==> config.mk <==
export PLATFORM = sky130hd
export DESIGN_NAME = seq_controller_flat
export DESIGN_NICKNAME = d
export VERILOG_FILES = /design/src/rtl/seq_controller_pkg.sv /design/src/rtl/seq_controller_if.sv /design/src/rtl/seq_controller_phase_gen.sv /design/src/rtl/seq_controller.sv /design/src/flat_wrapper.sv
export SDC_FILE = /design/constraint.sdc
export NUM_CORES = 1
export LEC_CHECK = 0
export ABC_AREA = 1
export CAP_MARGIN = 20
export CORE_AREA = 2 2 75 77
export CTS_BUF_LIST = sky130_fd_sc_hd__clkbuf_8
export DETAILED_ROUTE_END_ITERATION = 7
export DIE_AREA = 0 0 77 79
export PLACE_DENSITY = 0.6
export RECOVER_POWER = 25
export SYNTH_ARGS = -nofsm -noshare
export SYNTH_HDL_FRONTEND = slang
export SYNTH_SLANG_ARGS = --single-unit
==> constraint.sdc <==
create_clock -name clk -period 5.8 [get_ports clk]
set_input_delay 1.16 -clock clk [delete_from_list [all_inputs] [get_ports clk]]
set_output_delay 1.16 -clock clk [all_outputs]
set_load 0.005 [all_outputs]
==> src/rtl/seq_controller_pkg.sv <==
// seq_controller_pkg: ctrl bit indices, instruction classes, phase indices and class decode
package seq_controller_pkg;
  localparam int CTRL_W = 28;
  localparam int B_HALT = 0;
  localparam int B_LOAD = 9;
  localparam int B_STORE = 10;
  localparam int B_LOADI = 11;
  localparam int B_MOV = 14;
  localparam int B_CMP = 23;
  localparam logic [CTRL_W-1:0] M_MEM_ALU = 28'h000007E;
  localparam logic [CTRL_W-1:0] M_REG_ALU = 28'h07FB180;
  localparam logic [CTRL_W-1:0] M_JMP = 28'hF000000;
  localparam logic [2:0] T0 = 3'd0;
  localparam logic [2:0] T1 = 3'd1;
  localparam logic [2:0] T2 = 3'd2;
  localparam logic [2:0] T3 = 3'd3;
  localparam logic [2:0] T4 = 3'd4;
  localparam logic [2:0] T5 = 3'd5;
  localparam logic [2:0] T6 = 3'd6;
  localparam logic [2:0] T7 = 3'd7;
  typedef enum logic [3:0] {
    C_NOP, C_HALT, C_MEM, C_LOAD, C_STORE, C_LOADI, C_REG, C_CMP, C_MOV, C_JMP, C_ILL
  } cls_t;
  typedef enum logic {S_RUN, S_HALTED} run_t;
  // c & (c-1) is nonzero exactly when more than one bit is set
  function automatic cls_t decode(input logic [CTRL_W-1:0] c);
    return ((c & (c - 28'd1)) != '0) ? C_ILL :
           c[B_HALT]                 ? C_HALT :
           |(c & M_MEM_ALU)          ? C_MEM :
           c[B_LOAD]                 ? C_LOAD :
           c[B_STORE]                ? C_STORE :
           c[B_LOADI]                ? C_LOADI :
           |(c & M_REG_ALU)          ? C_REG :
           c[B_CMP]                  ? C_CMP :
           c[B_MOV]                  ? C_MOV :
           |(c & M_JMP)              ? C_JMP : C_NOP;
  endfunction
endpackage

==> src/rtl/seq_controller_if.sv <==
// seq_controller_if: instruction/handshake inputs and datapath strobe outputs of the sequencer
interface seq_controller_if #(parameter int NREG = 4);
  logic [27:0] ctrl;
  logic [NREG-1:0] tgt1, tgt2;
  logic mem_ready;
  logic [7:0] t_state;
  logic [NREG-1:0] reg_in, reg_out;
  logic alu_en, flag_we, mem_wr, pc_inc, pc_load, mar_load, ir_load, mar_from_bus, dtb_en;
  logic instr_done, illegal, halted;
  modport master (
    output ctrl, tgt1, tgt2, mem_ready,
    input t_state, reg_in, reg_out, alu_en, flag_we, mem_wr, pc_inc, pc_load, mar_load,
    input ir_load, mar_from_bus, dtb_en, instr_done, illegal, halted
  );
  modport slave (
    input ctrl, tgt1, tgt2, mem_ready,
    output t_state, reg_in, reg_out, alu_en, flag_we, mem_wr, pc_inc, pc_load, mar_load,
    output ir_load, mar_from_bus, dtb_en, instr_done, illegal, halted
  );
endinterface

==> src/rtl/seq_controller_phase_gen.sv <==
// seq_phase_gen: phase index register, memory stall hold and HALTED state
module seq_phase_gen
  import seq_controller_pkg::*;
(
  input  logic       clk,
  input  logic       rst,
  input  logic       mem_phase,
  input  logic       mem_ready,
  input  logic       halt_req,
  input  logic [2:0] nxt,
  output logic [2:0] ph,
  output logic [7:0] t_state,
  output logic       halted,
  output logic       stall
);
  run_t st, st_nx;
  logic [2:0] ph_nx;
  assign halted = st == S_HALTED;
  assign stall = !halted && mem_phase && !mem_ready;
  assign t_state = halted ? 8'h00 : 8'h01 << ph;
  always_ff @(posedge clk) begin
    if (rst) begin
      st <= S_RUN;
      ph <= T0;
    end else begin
      st <= st_nx;
      ph <= ph_nx;
    end
  end
  always_comb begin
    st_nx = st;
    ph_nx = ph;
    if (!halted && !stall) begin
      st_nx = halt_req ? S_HALTED : S_RUN;
      ph_nx = halt_req ? T0 : nxt;
    end
  end
endmodule

==> src/rtl/seq_controller.sv <==
// seq_controller: T0..T7 instruction sequencer decoding ctrl classes into datapath strobes
module seq_controller
  import seq_controller_pkg::*;
#(
  parameter int NREG = 4,
  parameter bit FAST = 1'b1
) (
  input logic clk,
  input logic rst,
  seq_controller_if.slave bus
);
  cls_t cls;
  logic [2:0] ph, nxt;
  logic [7:0] t;
  logic mem_phase, halted, stall, mt, ls, halt_req, g;
  seq_phase_gen u_phase (
    .clk(clk),
    .rst(rst),
    .mem_phase(mem_phase),
    .mem_ready(bus.mem_ready),
    .halt_req(halt_req),
    .nxt(nxt),
    .ph(ph),
    .t_state(t),
    .halted(halted),
    .stall(stall)
  );
  assign cls = decode(bus.ctrl);
  assign mt = cls inside {C_MEM, C_LOAD, C_STORE, C_LOADI};
  assign ls = cls inside {C_LOAD, C_STORE};
  assign mem_phase = ph == T2 || (ph == T5 && mt) || (ph == T6 && ls);
  assign halt_req = t[3] && cls == C_HALT;
  assign g = !stall;
  // FAST skips the phases a class never uses; otherwise every class walks T0..T7
  always_comb begin
    nxt = ph + 3'd1;
    if (ph == T3)
      nxt = (cls == C_ILL || (FAST && cls == C_NOP)) ? T0 :
            (FAST && cls inside {C_REG, C_CMP, C_JMP}) ? T6 : T4;
    else if (ph == T4 && FAST && cls == C_MOV)
      nxt = T0;
    else if (ph == T6 && FAST && cls == C_JMP)
      nxt = T0;
  end
  assign bus.t_state = t;
  assign bus.halted = halted;
  assign bus.illegal = t[3] && cls == C_ILL;
  assign bus.mar_load = g && (t[0] || (t[3] && mt));
  assign bus.ir_load = g && t[2];
  assign bus.pc_inc = g && (t[2] || (t[5] && mt));
  assign bus.mar_from_bus = g && t[5] && ls;
  assign bus.dtb_en = t[0] || t[2] || (t[5] && cls == C_LOADI) || (t[6] && cls == C_LOAD) || stall;
  assign bus.alu_en = t[6] && cls inside {C_MEM, C_REG, C_CMP, C_JMP};
  assign bus.pc_load = g && t[6] && cls == C_JMP;
  assign bus.mem_wr = g && t[6] && cls == C_STORE;
  assign bus.flag_we = g && t[7] && cls inside {C_MEM, C_REG, C_CMP};
  assign bus.reg_out = (t[3] && cls == C_MOV) ? bus.tgt2 :
                       (t[6] && cls == C_STORE) ? bus.tgt1 : {NREG{1'b0}};
  assign bus.reg_in = (g && ((t[4] && cls == C_MOV) || (t[6] && cls == C_LOADI) ||
                      (t[7] && cls inside {C_MEM, C_LOAD, C_REG}))) ? bus.tgt1 : {NREG{1'b0}};
  assign bus.instr_done = g && (t[7] || (FAST && ((t[3] && cls == C_NOP) ||
                          (t[4] && cls == C_MOV) || (t[6] && cls == C_JMP))));
endmodule

==> src/flat_wrapper.sv <==
// flat-port wrapper written by rule: the top's interface ports become plain ports
module seq_controller_flat import seq_controller_pkg::*;
#(
  parameter int NREG = 4,
  parameter bit FAST = 1'b1
)
  (clk, rst, bus_ctrl, bus_tgt1, bus_tgt2, bus_mem_ready, bus_t_state, bus_reg_in, bus_reg_out, bus_alu_en, bus_flag_we, bus_mem_wr, bus_pc_inc, bus_pc_load, bus_mar_load, bus_ir_load, bus_mar_from_bus, bus_dtb_en, bus_instr_done, bus_illegal, bus_halted);
  seq_controller_if #(.NREG(NREG)) bus_i ();
  input logic clk;
  input logic rst;
  input wire logic [$bits(bus_i.ctrl)-1:0] bus_ctrl;
  input wire logic [$bits(bus_i.tgt1)-1:0] bus_tgt1;
  input wire logic [$bits(bus_i.tgt2)-1:0] bus_tgt2;
  input wire logic [$bits(bus_i.mem_ready)-1:0] bus_mem_ready;
  output wire logic [$bits(bus_i.t_state)-1:0] bus_t_state;
  output wire logic [$bits(bus_i.reg_in)-1:0] bus_reg_in;
  output wire logic [$bits(bus_i.reg_out)-1:0] bus_reg_out;
  output wire logic [$bits(bus_i.alu_en)-1:0] bus_alu_en;
  output wire logic [$bits(bus_i.flag_we)-1:0] bus_flag_we;
  output wire logic [$bits(bus_i.mem_wr)-1:0] bus_mem_wr;
  output wire logic [$bits(bus_i.pc_inc)-1:0] bus_pc_inc;
  output wire logic [$bits(bus_i.pc_load)-1:0] bus_pc_load;
  output wire logic [$bits(bus_i.mar_load)-1:0] bus_mar_load;
  output wire logic [$bits(bus_i.ir_load)-1:0] bus_ir_load;
  output wire logic [$bits(bus_i.mar_from_bus)-1:0] bus_mar_from_bus;
  output wire logic [$bits(bus_i.dtb_en)-1:0] bus_dtb_en;
  output wire logic [$bits(bus_i.instr_done)-1:0] bus_instr_done;
  output wire logic [$bits(bus_i.illegal)-1:0] bus_illegal;
  output wire logic [$bits(bus_i.halted)-1:0] bus_halted;
  assign bus_i.ctrl = bus_ctrl;
  assign bus_i.tgt1 = bus_tgt1;
  assign bus_i.tgt2 = bus_tgt2;
  assign bus_i.mem_ready = bus_mem_ready;
  assign bus_t_state = bus_i.t_state;
  assign bus_reg_in = bus_i.reg_in;
  assign bus_reg_out = bus_i.reg_out;
  assign bus_alu_en = bus_i.alu_en;
  assign bus_flag_we = bus_i.flag_we;
  assign bus_mem_wr = bus_i.mem_wr;
  assign bus_pc_inc = bus_i.pc_inc;
  assign bus_pc_load = bus_i.pc_load;
  assign bus_mar_load = bus_i.mar_load;
  assign bus_ir_load = bus_i.ir_load;
  assign bus_mar_from_bus = bus_i.mar_from_bus;
  assign bus_dtb_en = bus_i.dtb_en;
  assign bus_instr_done = bus_i.instr_done;
  assign bus_illegal = bus_i.illegal;
  assign bus_halted = bus_i.halted;
  seq_controller #(.NREG(NREG), .FAST(FAST)) u_core (.clk(clk), .rst(rst), .bus(bus_i));
endmodule
==> impl_metrics.env, run 1 <==
export IMPL_status="finished, final reports clean"
export IMPL_relSlewSlack_pct=59.6
export IMPL_clkTransAtPathRegs_ps=30
export IMPL_max_cap_violations=0
export IMPL_fin_skew_ps=1.54
export IMPL_routed_wl_mm=5.35
export IMPL_cts_hold_buf=0
export IMPL_slew_violations=0
export IMPL_rsz0062_at_grt="false"
export IMPL_wl_per_cell_um=11.5
export IMPL_yosysWarnings=0
export IMPL_netlist_top_cells_area="nand2_1 (25%), nor2_1 (20%), inv_1 (9.5%), nand3_1 (7.8%), dfxtp_1 (5.2%)"
export IMPL_syn_inst=324
export IMPL_ys_types=24
export IMPL_fp_row_count=27
export IMPL_leakagePower_uw=0.00111
export IMPL_synth_seq_area_share_pct=5.19
export IMPL_setup_worst_path_class="in2out"
export IMPL_min_path_type="reg2reg"
export IMPL_clockRootBuffer="clkbuf_8"
export IMPL_synth_fp_nets=369
export IMPL_coreArea_um2=5340
export IMPL_synth_edf_count=0
export IMPL_fp_dieH_um=79
export IMPL_critPathCaptureType="primary output"
export IMPL_r2r_slack_ps=3760
export IMPL_peakVddDrop_mv=0.172
export IMPL_drive_gt1_share_pct=7.91
export IMPL_grt_pass1_wl_mm=9.07
export IMPL_critPathArrivalTime_ps=4230
export IMPL_cts_tree="done"
export IMPL_gp_congestion=0.929
export IMPL_required_ps=4640
export IMPL_period_share_pct=93.0
export IMPL_reg2reg_depth=11
export IMPL_async_flop_share_pct=0
export IMPL_die_x_um=77
export IMPL_syn2layout_area_growth_pct=51.5
export IMPL_die_area_um2=6080
export IMPL_grt_pass1_vias=2085
export IMPL_power_density_nw_per_um2=164
export IMPL_cp_max_fo=10
export IMPL_dp_hpwl_mm=4.61
export IMPL_initial_core_util_pct=28.9
export IMPL_ioPinCount=67
export IMPL_layout_nets=439
export IMPL_tritoncts_num_sinks=4
export IMPL_synth_flop_cell="dfxtp_1"
export IMPL_vias_per_cell=4.65
export IMPL_finalCriticalPeriod_ps=5390
export IMPL_numCtsBuffers=3
export IMPL_netlist_top_cells_count="nand2_1 (101), nor2_1 (82), inv_1 (39)"
export IMPL_setup_viol=0
export IMPL_synthesis_area_um2=1540
export IMPL_synth_top_cell_area_share_pct=24.6
export IMPL_setup_tns_ps=0
export IMPL_startpoint_type="input port"
export IMPL_clockBufferDepth=2
export IMPL_synth_largest_area_cell="nand2_1"
export IMPL_grt_ovfl_total=0
export IMPL_first_iter_violations=91
export IMPL_ant_nets=0
export IMPL_synth_most_common_cell="nand2_1"
export IMPL_route_detailed_drc=0
export IMPL_ys_ff_latch=4
export IMPL_antenna_found_initial=0
export IMPL_grt_use_total_pct=17.9
export IMPL_grt_max_degree=14
export IMPL_tightest_slew_ps=604
export IMPL_avgSynthCellArea_um2=4.77
export IMPL_htreeDepth=1
export IMPL_firstDrtPassIters=4
export IMPL_antennaDiodeCount=0
export IMPL_dpl_worst_slack_ps=367
export IMPL_worstHoldPathCells=2
export IMPL_io_buffers=66
export IMPL_hold_viol=0
export IMPL_finalWorstSetupSlack_ps=406
export IMPL_clkLatencyLatePin_ps=220
export IMPL_routed_via_count=2156
export IMPL_clock_fmax_ghz=0.185
[cell type report]
type                            count  area, um^2
Fill cell                         609        3000
Multi-Input combinational cell    278        1310
Timing Repair Buffer               66         661
Inverter                           41         154
Tap cell                           72        90.1
Sequential cell                     4        80.1
Clock buffer                        3        41.3
[placed cells by master, fill, tap and decap left out, types with 8 or more instances in the layout]
cell,n
nand2_1,101
nor2_1,82
clkdlybuf4s50_1,58
inv_1,39
nand3_1,24
o21ai_0,16
nor2_2,9
nand2_2,9
dlygate4sd3_1,8
[kinds of logic after synthesis]
kind of cell,Yosys count,synth area share [%]
AO/OA/AOI/OAI,29,10.0
AND/OR/NAND/NOR,243,69.7
buffers and inverters,42,10.2
adder cells (fa/ha/maj),6,4.86
flip-flops,4,5.19
[per-layer routing]
layer	wire length (um)	track usage, %	vias up	share of wire, %
li1	-	-	1148	-
met1	2440	22.3	954	46
met5	0	0	-	0
met2	2630	32.9	50	49
met4	40	4.46	0	0.75
met3	236	1.93	4	4.4
[through the flow]
stage / hold slack (ps) / util (%) / area [um^2] / total power, uW / std cells
floorplan: 503 / - / 1540 / 190 / 324
global placement: 538 / 42.9 / 2290 / 335 / 461
detailed placement: 540 / 42.9 / 2290 / 333 / 461
CTS: 544 / 43.7 / 2330 / 395 / 464
finish: 541 / 43.8 / 2340 / 385 / 464
global route: 594 / 43.8 / 2340 / 423 / 464
[worst max-delay path: stages]
cell             delay (ps)
clkdlybuf4s50_1         490
nor2_2                  260
nand2_1                  80
nor2_1                  190
nand3b_1                100
nand2_1                  60
nand2_1                  60
nor2_1                  150
nand3_1                 150
nor2_4                  160
o21ai_1                 100
nand2_2                 110
nand3_2                  90
nand2_1                 100
nand3_2                 100
nand2_4                 140
nand2_1                 120
nor2_1                  120
clkdlybuf4s50_1         510
[repair_timing]
action | CTS | global route
endpoints found under the setup margin | 0 | 4
setup buffers | 0 | 0
gates resized for setup | 0 | 1
[where the power goes]
| part | switching (uW) | internal [uW] | total (uW) |
|---|---|---|---|
| combinational | 138 | 140 | 278 |
| clock | 14.4 | 44.2 | 58.6 |
| sequential | 11.2 | 37.3 | 48.5 |
| total | 163 | 221 | 385 |
[state kept, by name, summed over array words and instances, names as in the netlist]
register,flops
u_core.u_phase.ph,3
u_core.u_phase.halted,1
[final timing paths]
check                    endpoint                  from
max reg2reg  u_core.u_phase.ph[2]  u_core.u_phase.ph[1]
min          u_core.u_phase.ph[1]  u_core.u_phase.ph[1]
min reg2reg  u_core.u_phase.ph[1]  u_core.u_phase.ph[1]
max                 bus_reg_in[3]          bus_ctrl[10]
Note: power is estimated with default switching activity, not from simulation.
==> run 2: changes to the inputs <==
- CORE_AREA: 2 2 75 77 -> 10 10 83 85
- DIE_AREA: 0 0 77 79 -> 0 0 93 95
- SETUP_SLACK_MARGIN: default -> 0.4
==> impl_metrics.env, run 2 (synthesis results as in run 1) <==
export IMPL_coreArea_um2=5340
export IMPL_dpl_worst_slack_ps=323
export IMPL_layout_commonest_cell="nand2_1"
export IMPL_firstDrtPassIters=4
export IMPL_endpoint="bus_ir_load"
export IMPL_startpoint_type="input port"
export IMPL_hold_viol=0
export IMPL_period_share_pct=88.9
export IMPL_routed_wl_mm=6.02
export IMPL_io_buffers=66
export IMPL_n_fill_cell=599
export IMPL_numCtsBuffers=3
export IMPL_seq_area_um2=80.1
export IMPL_grt_pass1_vias=2141
export IMPL_clkLatencyLatePin_ps=210
export IMPL_die_area_um2=8840
export IMPL_grt_max_degree=14
export IMPL_finalWorstSetupSlack_ps=644
export IMPL_vias_per_cell=4.69
export IMPL_fin_cells=471
export IMPL_antenna_found_initial=0
export IMPL_clkTransAtPathRegs_ps=30
export IMPL_fp_row_count=27
export IMPL_tightest_slew_ps=569
export IMPL_routed_via_count=2211
export IMPL_grt_ovfl_total=0
export IMPL_leakagePower_uw=0.00136
export IMPL_power_density_nw_per_um2=155
export IMPL_largest_reg_flops=3
export IMPL_post_dp_cell_area_um2=2290
export IMPL_tritoncts_num_sinks=4
export IMPL_multi_input_area_um2=1450
export IMPL_initial_core_util_pct=28.9
export IMPL_cp_max_fo=6
export IMPL_antennaDiodeCount=0
export IMPL_mostFrequentLayoutCells="nand2_1 (97), nor2_1 (57), clkdlybuf4s50_1 (38)"
export IMPL_ioPinCount=67
export IMPL_syn2layout_area_growth_pct=66.8
export IMPL_setup_tns_ps=0
export IMPL_ant_nets=0
export IMPL_min_path_type="reg2reg"
export IMPL_layout_nets=446
export IMPL_drive_gt1_share_pct=18.0
export IMPL_status="finished, final reports clean"
export IMPL_fin_skew_ps=0.0153
export IMPL_reg2reg_depth=11
export IMPL_relSlewSlack_pct=61.9
export IMPL_die_x_um=93
export IMPL_grt_pass1_wl_mm=9.86
export IMPL_route_detailed_drc=0
export IMPL_fp_dieH_um=95
export IMPL_finalCriticalPeriod_ps=5160
export IMPL_worstHoldPathCells=2
export IMPL_critPathArrivalTime_ps=4000
export IMPL_cts_hold_buf=0
export IMPL_clockBufferDepth=2
export IMPL_grt_use_total_pct=13.1
export IMPL_max_cap_violations=0
export IMPL_clockRootBuffer="clkbuf_8"
export IMPL_r2r_start="u_core.u_phase.ph[1]"
export IMPL_clock_fmax_ghz=0.194
export IMPL_first_iter_violations=95
export IMPL_startpoint="bus_ctrl[7]"
export IMPL_peakVddDrop_mv=0.201
export IMPL_critPathCaptureType="primary output"
export IMPL_dp_hpwl_mm=5.24
export IMPL_placed_cells=461
export IMPL_setup_viol=0
export IMPL_gp_congestion=0.861
export IMPL_wl_per_cell_um=12.8
export IMPL_fin_area_um2=2570
export IMPL_required_ps=4640
export IMPL_htreeDepth=1
export IMPL_slew_violations=0
export IMPL_regMostFlops="u_core.u_phase.ph"
export IMPL_cts_tree="done"
export IMPL_rsz0062_at_grt="false"
export IMPL_setup_worst_path_class="in2out"
export IMPL_r2r_slack_ps=3820
export IMPL_r2r_end="u_core.u_phase.ph[2]"
run 2: changes by cell type in the layout (fill, tap and decap cells not counted), sizes merged:
cell           delta
clkdlybuf4s50    -20
buf               +7
dlymetal6s2s     +20
run 2: report_power, final:
group | total, uW | switching (uW) | internal [uW]
registers | 48.7 | 11.4 | 37.3
logic | 294 | 149 | 145
clock network | 55.9 | 11.9 | 44.0
run 2: area by class of cell:
cell class,count,area share (%)
Multi-Input combinational cell,278,56.2
Timing Repair Buffer,73,29.6
Inverter,41,5.98
Tap cell,72,3.50
Sequential cell,4,3.11
Clock buffer,3,1.60
run 2: worst min path at each step:
stage / slack (ps) / end / start
after floorplan: 500 / u_core.u_phase.ph[1] / u_core.u_phase.ph[1]
after global placement: 550 / u_core.u_phase.ph[1] / u_core.u_phase.ph[1]
after detailed placement: 560 / u_core.u_phase.ph[1] / u_core.u_phase.ph[1]
after CTS: 560 / u_core.u_phase.ph[1] / u_core.u_phase.ph[1]
after global routing: 630 / u_core.u_phase.ph[1] / u_core.u_phase.ph[1]
final: 550 / u_core.u_phase.ph[1] / u_core.u_phase.ph[1]
run 2: what timing repair did:
item,4_1_cts,5_1_grt
resized for setup,2,62
endpoints found under the setup margin,4,18
pin swaps,0,19
setup buffers,0,7
run 2: routing by layer:
metal / share of wire (%) / GRT usage (%)
met1: 44 / 16.0
met2: 52 / 24.1
met3: 4.0 / 1.27
met5: 0 / 0
met4: 0.43 / 2.96
run 2: critical path: stages:
cell and delay [ps]:
clkdlybuf4s50_1 460, nor2_2 170, nand2_2 100, nor2_2 140
nand3_1 100, nand2_1 80, nand2_1 70, nor2_2 120
nand3_2 120, nor2_4 170, o21ai_1 100, nand2_2 100
nand3_2 80, nand2_1 100, nand3_2 90, nand2_4 120
nand2_2 80, nor2_1 100, clkdlybuf4s50_1 520
run 2: per-stage QoR:
stage	total power [uW]	hold slack [ps]	utilization, %
global route	440	627	48.2
floorplan	190	503	-
CTS	396	560	43.9
finish	398	553	48.2
detailed placement	337	557	42.9
global placement	340	548	42.9
==> run 3: changes to the inputs <==
- PLACE_DENSITY: 0.6 -> 0.63
- SLEW_MARGIN: default -> 5
- clock period: 5.8 -> 4.7 ns (I/O delays scaled with it)
==> impl_metrics.env, run 3 (synthesis results as in run 1) <==
export IMPL_min_path_type="reg2reg"
export IMPL_finalCriticalPeriod_ps=4180
export IMPL_relSlewSlack_pct=57.5
export IMPL_io_buffers=66
export IMPL_initial_core_util_pct=28.9
export IMPL_seqPwrFrac_pct=11.6
export IMPL_die_area_um2=8840
export IMPL_hold_start="u_core.u_phase.ph[1]"
export IMPL_clkLatencyLatePin_ps=210
export IMPL_worstHoldPathCells=2
export IMPL_power_density_nw_per_um2=175
export IMPL_placed_cells=495
export IMPL_rsz0062_at_grt="false"
export IMPL_peakVddDrop_mv=0.311
export IMPL_leakagePower_uw=0.00151
export IMPL_cp_max_fo=6
export IMPL_routed_wl_mm=6.49
export IMPL_tightest_slew_ps=635
export IMPL_slew_violations=0
export IMPL_clockRootBuffer="clkbuf_8"
export IMPL_setup_worst_path_class="in2out"
export IMPL_wl_per_cell_um=12.6
export IMPL_coreArea_um2=5340
export IMPL_clock_fmax_ghz=0.239
export IMPL_critPathArrivalTime_ps=3240
export IMPL_fp_dieH_um=95
export IMPL_mostFrequentLayoutCells="nand2_1 (82), nor2_1 (48), buf_4 (47)"
export IMPL_grt_pass1_vias=2391
export IMPL_multi_input_area_um2=1660
export IMPL_setup_tns_ps=0
export IMPL_critPathCaptureType="primary output"
export IMPL_layout_commonest_cell="nand2_1"
export IMPL_largest_reg_flops=3
export IMPL_r2r_start="u_core.u_phase.ph[1]"
export IMPL_required_ps=3760
export IMPL_syn2layout_area_growth_pct=89.3
export IMPL_reg2reg_depth=11
export IMPL_routed_via_count=2417
export IMPL_cell_internal_pwr_uw=284
export IMPL_firstDrtPassIters=4
export IMPL_cpPeakStageDelay_ps=250
export IMPL_crit_chain="dlygate4sd2_1, buf_4, nor2_4, nand2_1, nor2_1, nand2_1, o21ai_2, nand2_1, nor2_1, nand3_2, nor2_4, nand2_4, nor2_4, nand2_2, nand2_2, nand2_1, nand3_2, nand2_4, buf_6, nand2_4, o21ai_2, buf_2"
export IMPL_regMostFlops="u_core.u_phase.ph"
export IMPL_crit_family="simple AND/OR/NAND/NOR gates"
export IMPL_antennaDiodeCount=0
export IMPL_p_sw_uw=228
export IMPL_route_detailed_drc=0
export IMPL_r2r_end="u_core.u_phase.ph[2]"
export IMPL_setup_viol=0
export IMPL_fin_cells=513
export IMPL_hold_viol=0
export IMPL_crit_path_frequent_cell="nand2_1"
export IMPL_whs_endpoint="u_core.u_phase.ph[1]"
export IMPL_dp_hpwl_mm=5.31
export IMPL_r2r_slack_ps=2640
export IMPL_crit_buf_inv=4
export IMPL_grt_max_degree=14
export IMPL_tritoncts_num_sinks=4
export IMPL_layout_nets=488
export IMPL_first_iter_violations=79
export IMPL_p_clk_share_pct=13.8
export IMPL_antenna_found_initial=0
export IMPL_gp_congestion=0.927
export IMPL_drive_gt1_share_pct=40.1
export IMPL_clockBufferDepth=2
export IMPL_die_x_um=93
export IMPL_startpoint_type="input port"
export IMPL_status="finished, final reports clean"
export IMPL_ant_nets=0
export IMPL_fp_row_count=27
export IMPL_cpMaxStageDelayCell="dlygate4sd2_1"
export IMPL_ioPinCount=67
export IMPL_grt_use_total_pct=14.0
export IMPL_n_fill_cell=558
export IMPL_fin_skew_ps=1.11
export IMPL_htreeDepth=1
export IMPL_grt_ovfl_total=0
export IMPL_max_cap_violations=0
export IMPL_seq_area_um2=80.1
export IMPL_clkTransAtPathRegs_ps=30
export IMPL_period_share_pct=88.9
export IMPL_holdWs_ps=536
export IMPL_cts_tree="done"
export IMPL_swShare_pct=44.5
export IMPL_numCtsBuffers=3
export IMPL_grt_pass1_wl_mm=10.6
export IMPL_combinationalPowerShare_pct=74.5
export IMPL_vias_per_cell=4.71
## run 3: timing repair
item | in CTS | in global routing
setup buffers | 10 | 5
pin swaps | 48 | 53
resized for setup | 124 | 86
hold buffers | 0 | 0
setup endpoints to repair | 18 | 16
## run 3: power by group through the flow
| stage | logic (uW) | registers, uW | clock network, uW |
|---|---|---|---|
| floorplan | 178 | 56.7 | 0 |
| global placement | 372 | 58.9 | 0 |
| detailed placement | 373 | 60.2 | 0 |
| CTS | 376 | 59.7 | 71.9 |
| global route | 427 | 61.9 | 76.1 |
| finish | 382 | 59.5 | 70.8 |
## run 3: per-stage QoR
| stage | setup WS (ps) | util (%) | area [um^2] | total power (uW) |
|---|---|---|---|---|
| final | 521 | 54.8 | 2920 | 512 |
| after global routing | 314 | 54.8 | 2920 | 565 |
| after CTS | 364 | 52.7 | 2810 | 507 |
| after detailed placement | -96.7 | 47.7 | 2550 | 433 |
| after global placement | -197 | 47.7 | 2550 | 431 |
| after floorplan | 1110 | - | 1540 | 234 |
## run 3: tightest hold or removal path, delay by kind of cell, from the launching register on
| family | cells | cell delay (ps) |
|---|---|---|
| compound gates | 1 | 120 |
| flops | 1 | 320 |
| simple gates | 1 | 50 |
## run 3: area by class of cell
cell class	instances	area share (%)
Tap cell	72	3.08
Clock buffer	3	1.41
Multi-Input combinational cell	278	56.6
Timing Repair Buffer	115	30.7
Inverter	41	5.44
Sequential cell	4	2.74
## run 3: worst max-delay path by stage
stage	slack [ps]	start	to	cells after the start
4_1_cts	360	bus_ctrl[2]	bus_reg_in[0]	21
5_1_grt	310	bus_ctrl[17]	bus_reg_in[2]	18
2_1_floorplan	1110	bus_ctrl[6]	bus_reg_in[0]	15
3_3_place_gp	-200	bus_ctrl[10]	bus_reg_in[0]	19
6_report	520	bus_ctrl[22]	bus_instr_done	22
3_5_place_dp	-100	bus_ctrl[1]	bus_reg_in[2]	19
## run 3: layer usage
metal | vias up | wire length [um] | track usage, %
met5 | - | 0 | 0
li1 | 1244 | - | -
met1 | 1111 | 2900 | 17.5
met2 | 52 | 3310 | 25.4
met4 | 0 | 77 | 2.31
met3 | 10 | 199 | 1.27
==> variant (config.mk and constraints of run 1) <==
`NREG` is set to 4 in 3 places; all go to 5.
--- a/src/rtl/seq_controller_if.sv
+++ b/src/rtl/seq_controller_if.sv
@@ -1,5 +1,5 @@
 // seq_controller_if: instruction/handshake inputs and datapath strobe outputs of the sequencer
-interface seq_controller_if #(parameter int NREG = 4);
+interface seq_controller_if #(parameter int NREG = 5);
   logic [27:0] ctrl;
   logic [NREG-1:0] tgt1, tgt2;
   logic mem_ready;
--- a/src/rtl/seq_controller.sv
+++ b/src/rtl/seq_controller.sv
@@ -2,7 +2,7 @@
 module seq_controller
   import seq_controller_pkg::*;
 #(
-  parameter int NREG = 4,
+  parameter int NREG = 5,
   parameter bit FAST = 1'b1
 ) (
   input logic clk,
--- a/src/flat_wrapper.sv
+++ b/src/flat_wrapper.sv
@@ -1,7 +1,7 @@
 // flat-port wrapper written by rule: the top's interface ports become plain ports
 module seq_controller_flat import seq_controller_pkg::*;
 #(
-  parameter int NREG = 4,
+  parameter int NREG = 5,
   parameter bit FAST = 1'b1
 )
   (clk, rst, bus_ctrl, bus_tgt1, bus_tgt2, bus_mem_ready, bus_t_state, bus_reg_in, bus_reg_out, bus_alu_en, bus_flag_we, bus_mem_wr, bus_pc_inc, bus_pc_load, bus_mar_load, bus_ir_load, bus_mar_from_bus, bus_dtb_en, bus_instr_done, bus_illegal, bus_halted);
Interface: changed (resized bus_reg_in, bus_reg_out, bus_tgt1 and bus_tgt2); port bits go from 67 to 71. The function was not compared with the original's and may differ.
==> variant against run 1 <==
Global-route usage fell by 0.60 points; count of clock-buffer cells in the layout is the same; design area increased by 1.9%; worst setup slack lost 0.051 ns; utilization up 0.84 points; die area is the same; power fell by 5.2%; cell count down 0.43%; synthesized area decreased by 0.73%; routed wire length decreased by 3.8%; sequential cell count did not move.
==> variant: results (changes against run 1) <==
.. list-table::
   :header-rows: 1

   * - Metric
     - Value
   * - Status
     - completed
   * - Wire length reported by the detailed router
     - 5.14 mm (-3.8%)
   * - Pre-Repair DR Iteration Count
     - 5 (+1)
   * - Share of the yosys chip area belonging to registers
     - 0.0522 (+0.000381)
   * - Reported leakage power
     - 1.11 nW (-0.45%)
   * - Max VDD drop
     - 0.000143 V (-17%)
   * - Wire length of the first global-routing pass
     - 8.85 mm (-2.4%)
   * - Met2 routing resource usage after global routing
     - 0.286 (-0.0430)
   * - GP Congestion
     - 0.852 (-8.2%)
   * - Endpoint of the worst hold-timing path
     - u_core.u_phase.ph[0]$_SDFFE_PP0P_
   * - Fraction of final layout cells with drive strength greater than 1
     - 0.0872 (+0.00810)
   * - Vias in the first global route
     - 1,998 (-4.2%)
   * - Overall Global Routing Usage
     - 0.173 (-0.00603)
   * - Number of DRC violations after detailed-routing iteration 0
     - 82 (-9.9%)
   * - Grt met3 use
     - 0.0205 (+0.00114)
   * - Worst R2R Start
     - u_core.u_phase.ph[0]$_SDFFE_PP0P_
   * - Compound-cell area share of the yosys netlist
     - 0.122 (+0.0220)
   * - Wl on met1
     - 2.55 mm (+4.3%)
   * - Transition time at the pin with the least slew margin
     - 0.662 ns (+0.0583 ns)
   * - Number of distinct library cell variants in the gate-level netlist after synthesis
     - 29 (+21%)
   * - Post-synthesis net count
     - 362 (-1.9%)
   * - Per-cell via count in the routed design
     - 4.65 (+0.11%)
   * - Area share of fa/ha/maj cells after synthesis
     - 0.0490 (+0.000357)
   * - Start point of the worst hold path
     - u_core.u_phase.ph[0]$_SDFFE_PP0P_
   * - Ranking of synthesized cells by instance count
     - nand2_1 (94), nor2_1 (80), inv_1 (34)
   * - CP Capture Point
     - bus_reg_in[0]
   * - Switching Share
     - 0.415 (-0.00995)
   * - Hold slack final
     - 0.549 ns (+0.00793 ns)
   * - Met2 Wirelength
     - 2.33 mm (-11%)
   * - Layout fillers
     - 629 (+3.3%)
   * - Met1 Usage GRT
     - 0.242 (+0.0186)
   * - Worst clock skew on the final layout
     - 0.000480 ns (-0.00106 ns)
   * - Clk pwr share
     - 0.157 (+0.005)
   * - Leading cell types by total area after synthesis
     - nand2_1 (23%), nor2_1 (20%), inv_1 (8.3%)
   * - Power spent charging and discharging nets
     - 151 µW (-7.4%)
   * - Worst reg-to-reg path cell count
     - 9 (-2)
## variant: changes by cell type after synthesis, sizes merged, moves of 2 or more
cell,delta
inv,-5
nor3,+4
a31oi,+2
nor2,-2
nand3b,-3
nand2,-9
o211ai,+2
## variant: what timing repair did
action	in CTS	in global routing
buffers inserted	0	3
endpoints found under the setup margin	0	4
gates resized for setup	0	0
hold buffers	0	0
## variant: cell type report
class | count | area (µm²) | area share
Clock buffer | 3 | 41.3 | 0.0173
Inverter | 36 | 135 | 0.0567
Multi-Input combinational cell | 274 | 1310 | 0.551
Sequential cell | 4 | 80.1 | 0.0336
Tap cell | 72 | 90.1 | 0.0378
Timing Repair Buffer | 73 | 723 | 0.303
## variant: per-stage QoR
stage	util	setup WS, ns	instances	cell area (µm²)
after floorplan	-	1.78	315	1530
after global placement	0.435	0.289	456	2320
after detailed placement	0.435	0.321	456	2320
after CTS	0.442	0.304	459	2360
after global routing	0.447	0.0237	462	2380
final	0.447	0.355	462	2380
